===== src/rtl/sync_fifo_fwft.sv =====
// Synchronous single-clock FIFO with optional first-word-fall-through read port.
//
// Parameters:
//   G_WIDTH  - data word width in bits
//   G_DEPTH  - number of entries (power of two, >= 2)
//   G_FWFT   - 0: registered read data, 1: head word shown combinationally
//   G_AF_LVL - almost-full threshold (count >= G_AF_LVL)
//   G_AE_LVL - almost-empty threshold (count <= G_AE_LVL)
//
// Ports:
//   i_clk, i_rst           - clock, asynchronous active-high reset
//   i_wr, i_data           - write request and data
//   i_rd                   - read request
//   o_data, o_valid        - read data and its valid flag
//   o_full, o_empty        - occupancy status
//   o_almost_full/_empty   - threshold status
//   o_overflow/_underflow  - one-cycle pulses for rejected write/read
//   o_count                - current occupancy
module sync_fifo_fwft #(
  parameter int unsigned G_WIDTH  = 8,
  parameter int unsigned G_DEPTH  = 16,
  parameter int unsigned G_FWFT   = 0,
  parameter int unsigned G_AF_LVL = G_DEPTH - 2,
  parameter int unsigned G_AE_LVL = 2
) (
  input  logic                       i_clk,
  input  logic                       i_rst,
  input  logic                       i_wr,
  input  logic                       i_rd,
  input  logic [G_WIDTH-1:0]         i_data,
  output logic [G_WIDTH-1:0]         o_data,
  output logic                       o_valid,
  output logic                       o_full,
  output logic                       o_empty,
  output logic                       o_almost_full,
  output logic                       o_almost_empty,
  output logic                       o_overflow,
  output logic                       o_underflow,
  output logic [$clog2(G_DEPTH):0]   o_count
);

  localparam int unsigned AW = $clog2(G_DEPTH);
  localparam int unsigned CW = AW + 1;
  localparam logic [CW-1:0] DEPTH_C = CW'(G_DEPTH);
  localparam logic [CW-1:0] AF_C    = CW'(G_AF_LVL);
  localparam logic [CW-1:0] AE_C    = CW'(G_AE_LVL);

  logic [G_WIDTH-1:0] mem_q [G_DEPTH];
  logic [AW-1:0]      wr_ptr_q, rd_ptr_q;
  logic [CW-1:0]      count_q, count_d;
  logic               ovf_q, unf_q;
  logic               full, empty, rd_acc, wr_acc;

  always_comb begin
    full   = (count_q == DEPTH_C);
    empty  = (count_q == '0);
    rd_acc = i_rd & ~empty;
    // A write into a full FIFO is fine when the head is leaving this cycle.
    wr_acc = i_wr & (~full | rd_acc);
    case ({wr_acc, rd_acc})
      2'b10:   count_d = count_q + CW'(1);
      2'b01:   count_d = count_q - CW'(1);
      default: count_d = count_q;
    endcase
  end

  always_ff @(posedge i_clk or posedge i_rst) begin
    if (i_rst) begin
      wr_ptr_q <= '0;
      rd_ptr_q <= '0;
      count_q  <= '0;
      ovf_q    <= 1'b0;
      unf_q    <= 1'b0;
    end else begin
      // Pointers are exactly log2(depth) bits, so they wrap on their own.
      if (wr_acc) wr_ptr_q <= wr_ptr_q + AW'(1);
      if (rd_acc) rd_ptr_q <= rd_ptr_q + AW'(1);
      count_q <= count_d;
      ovf_q   <= i_wr & ~wr_acc;
      unf_q   <= i_rd & ~rd_acc;
    end
  end

  // Storage is not reset; writes are blocked while reset is held.
  always_ff @(posedge i_clk) begin
    if (wr_acc && !i_rst) begin
      mem_q[wr_ptr_q] <= i_data;
    end
  end

  if (G_FWFT != 0) begin : g_fwft
    assign o_data  = mem_q[rd_ptr_q];
    assign o_valid = ~empty;
  end else begin : g_std
    logic [G_WIDTH-1:0] data_q;
    logic               valid_q;

    always_ff @(posedge i_clk or posedge i_rst) begin
      if (i_rst) begin
        data_q  <= '0;
        valid_q <= 1'b0;
      end else begin
        valid_q <= rd_acc;
        if (rd_acc) data_q <= mem_q[rd_ptr_q];
      end
    end

    assign o_data  = data_q;
    assign o_valid = valid_q;
  end

  assign o_full         = full;
  assign o_empty        = empty;
  assign o_almost_full  = (count_q >= AF_C);
  assign o_almost_empty = (count_q <= AE_C);
  assign o_overflow     = ovf_q;
  assign o_underflow    = unf_q;
  assign o_count        = count_q;

endmodule

===== config.mk =====
export PLATFORM = sky130hd
export DESIGN_NAME = sync_fifo_fwft
export DESIGN_NICKNAME = d
export VERILOG_FILES = /design/src/rtl/sync_fifo_fwft.sv
export SDC_FILE = /design/constraint.sdc
export NUM_CORES = 1
export LEC_CHECK = 0
export CAP_MARGIN = 40
export CORE_ASPECT_RATIO = 1.4
export CORE_MARGIN = 5
export CORE_UTILIZATION = 62
export CTS_BUF_LIST = sky130_fd_sc_hd__clkbuf_4
export DETAILED_ROUTE_END_ITERATION = 16
export GPL_TIMING_DRIVEN = 0
export HOLD_SLACK_MARGIN = 0.06
export PLACE_DENSITY = 0.88
export SLEW_MARGIN = 20
export SYNTH_ARGS = -nofsm -noshare
export SYNTH_HDL_FRONTEND = slang
export SYNTH_SLANG_ARGS = --single-unit

===== constraint.sdc =====
create_clock -name i_clk -period 3.2 [get_ports i_clk]
set_input_delay 0.64 -clock i_clk [delete_from_list [all_inputs] [get_ports i_clk]]
set_output_delay 0.64 -clock i_clk [all_outputs]
set_load 0.02 [all_outputs]

==> results by group <==
Detailed routing
  – DRC viols: 0
  – Drt total wl: 11800 µm
  – Vias/cell: 6.01
  – Routed wl met3: 720 µm
  – Highest metal used: met4
  – Routed via count: 3137
  – Routed len/inst: 22.5 µm
  – 1st-pass router iterations: 5
  – Metal-1 WL: 4180 µm
  – Initial drt markers: 378
  – Met2 routed WL: 6440 µm
  – ANT nets after route: 0

Clocking
  – CTS Root Cell: clkbuf_4
  – Setup Fix Bufs, Post-CTS: 0
  – Clock Tree Buf Depth: 2
  – H-tree depth: 4
  – PostCTS Resize Cnt: 0
  – Clock sink count: 152
  – CTS tree: done
  – Post-CTS Hold Fix Bufs: 0
  – Clock transition at path regs: 120 ps
  – TritonCTS Buffers: 17
  – Worst skew pair latency: 530 ps

Critical path
  – Slowest cell on crit path: clkdlybuf4s50_1
  – Worst R2R Path Depth: 9
  – Worst r2r src: o_count[1]
  – Critical path data arrival time: 2330 ps
  – Slowest cell delay on critical path: 610 ps
  – Crit-path cells: or4_4, nor2_1, clkdlybuf4s50_1
  – FF-to-FF End: o_count[4]
  – Family with the most delay on the worst path: simple AND/OR/NAND/NOR gates
  – CP Capture Type: output port
  – CP Launch Type: flip-flop
  – Bufs and invs on worst path: 1
  – Critical path type: flip-flop to output port
  – WP depth: 3
  – CP max FO: 8
  – R2R Setup Slk: 240 ps
  – Required time of the critical path: 2560 ps
  – CP startpoint: o_count[1]

Floorplan
  – Die Y-Extent: 128 µm
  – Initial Util: 62.5%
  – Die area: 12000 µm²
  – Area of the core: 9790 µm²
  – Die W: 93.9 µm
  – # IOs: 32
  – Placement Rows: 43

Finish
  – P&R area growth vs syn: 13.9%
  – Layout cells sized above 1: 23.3%
  – Antenna diodes: 0
  – Fin nets: 397
  – Post-layout util: 71.1%

STA
  – Period minus WS final: 2970 ps
  – # setup viols final: 0
  – Fin. max-slew vios: 0
  – Fmax achieved: 336 MHz
  – Period utilization: 92.9%
  – Skew final: 15.9 ps
  – Post-route setup TNS: 0 ps
  – RSZ-0062 raised after global routing: false
  – Slew of the pin with the lowest slew margin: 869 ps
  – Fin. Hold Viols: 0
  – Rel. slew slack: 41.8%

Synthesis
  – Syn Nets: 340
  – Synth Flop Type: edfxtp_1
  – Top post-synthesis cells by area: edfxtp_1 63%, mux4_2 12%, dfrtp_1 9.8%, mux2i_1 2.8%, ha_1 1.8%
  – Count of cell types in the netlist: 35
  – EDFF count, synth: 128
  – Most common cell in the netlist: edfxtp_1
  – Yosys reg bits: 152
  – Cell taking the most area after synthesis: edfxtp_1
  – YS warnings: 0
  – Register area share after synthesis: 72.7%
  – Mapped Cells: 318
  – Synth top cells by count: 128 x edfxtp_1, 32 x mux4_2, 24 x dfrtp_1
  – Syn_area_per_cell: 19.2 µm²
  – Post-synth ARST share: 15.8%
  – Mapped Area: 6120 µm²
  – Synth top area share: 62.8%

Power and ir drop
  – Lkg Pwr: 2.43 nW
  – Total Power: 0.00580 W
  – Peak supply drop: 0.000415 V
  – Power Density: 833 nW/µm²

Global route
  – Initial antenna violation count: 0
  – Largest net degree at the start of global routing: 17
  – First-pass GRT wire length: 18200 µm
  – GRT Util Overall: 21.5%
  – Total grt overflow: 0
  – Number of global-route vias before repair: 3268

Placement
  – DP HPWL: 7550 µm
  – IO Port Bufs: 31
  – Final Wtd Congestion: 0.817

Worst hold path
  – Hold Crit Endpoint: o_data[2]
  – Worst Hold Launch: o_data[2]
  – Hold crit path type: flip-flop to flip-flop
  – Hold depth: 2

Status
  – Outcome: finished clean

Run
  – Max-cap violations: 0
[cell type report]
class	count	area [µm²]
plain buffers	14	103
clock inverters	14	181
well taps	135	169
flip-flops and latches	152	4440
fillers	620	2830
inverters	9	36.3
multi-input cells	143	1530
repair buffers	38	370
clock buffers	17	128
[through the flow]
step | setup WS, ps | cells | hold WS, ps | area, µm²
CTS | 178 | 516 | 501 | 6920
global route | 28.5 | 522 | 538 | 6960
finish | 227 | 522 | 495 | 6960
floorplan | 424 | 318 | 493 | 6120
detailed placement | -228 | 485 | 473 | 6610
global placement | -163 | 484 | 469 | 6600
[metal layers]
metal / global-route usage (%) / up-vias
met5: 0 / -
met4: 9.78 / 0
met3: 5.24 / 32
met2: 37.3 / 158
met1: 25.3 / 1581
li1: - / 1366
[cell usage in the layout (no fill, tap or decap), types with 8 or more instances in the layout]
| cell | synthesis | layout |
|---|---|---|
| buf_4 | 4 | 10 |
| clkbuf_4 | 0 | 17 |
| clkdlybuf4s50_1 | 0 | 31 |
| dfrtp_1 | 24 | 24 |
| edfxtp_1 | 128 | 128 |
| ha_1 | 9 | 9 |
| inv_1 | 8 | 8 |
| mux2i_1 | 17 | 17 |
| mux4_2 | 32 | 32 |
| nand2_1 | 22 | 22 |
| nor2_1 | 19 | 19 |
| xnor2_1 | 9 | 9 |
[cell families (layout without fill, tap and decap cells)]
logic type / after synthesis / in the layout / share of synthesized area [%]
flip-flops: 152 / 152 / 72.7
AND/OR/NAND/NOR: 54 / 54 / 4.17
multiplexers: 51 / 51 / 14.9
buffers and inverters: 23 / 92 / 2.27
AO/OA/AOI/OAI: 18 / 18 / 2.35
adder cells (fa/ha/maj): 10 / 10 / 2.17
XOR/XNOR: 10 / 10 / 1.43
[worst max path at each step]
stage                             to  slack (ps)
after floorplan           o_count[4]         420
after global placement    o_count[4]        -160
after detailed placement  o_count[4]        -230
after CTS                    o_empty         180
after global routing      o_count[4]          30
final                        o_empty         230
[worst reg2reg max path, delay by kind of cell, from the launching register on]
kind            cells  cell delay, ps
fa+ha+maj           2             750
mux                 1             250
simple gates        1             600
compound gates      3             560
xor+xnor            1             140
flops               1             490
buf+inv             1             100
[power by group]
group	switching [W]	internal (W)
Combinational	0.00106	0.000968
Clock	0.000626	0.000609
Sequential	0.000160	0.00238
Total	0.00185	0.00396
[registers in the layout, summed over array words and instances, names as in the netlist]
| signal | cells |
|---|---|
| o_valid | 1 |
| mem_q | 128 |
| o_count | 5 |
| o_overflow | 1 |
| o_data | 8 |
| o_underflow | 1 |
| rd_ptr_q | 4 |
| wr_ptr_q | 4 |
No activity file was read; power rests on OpenSTA's default activity.
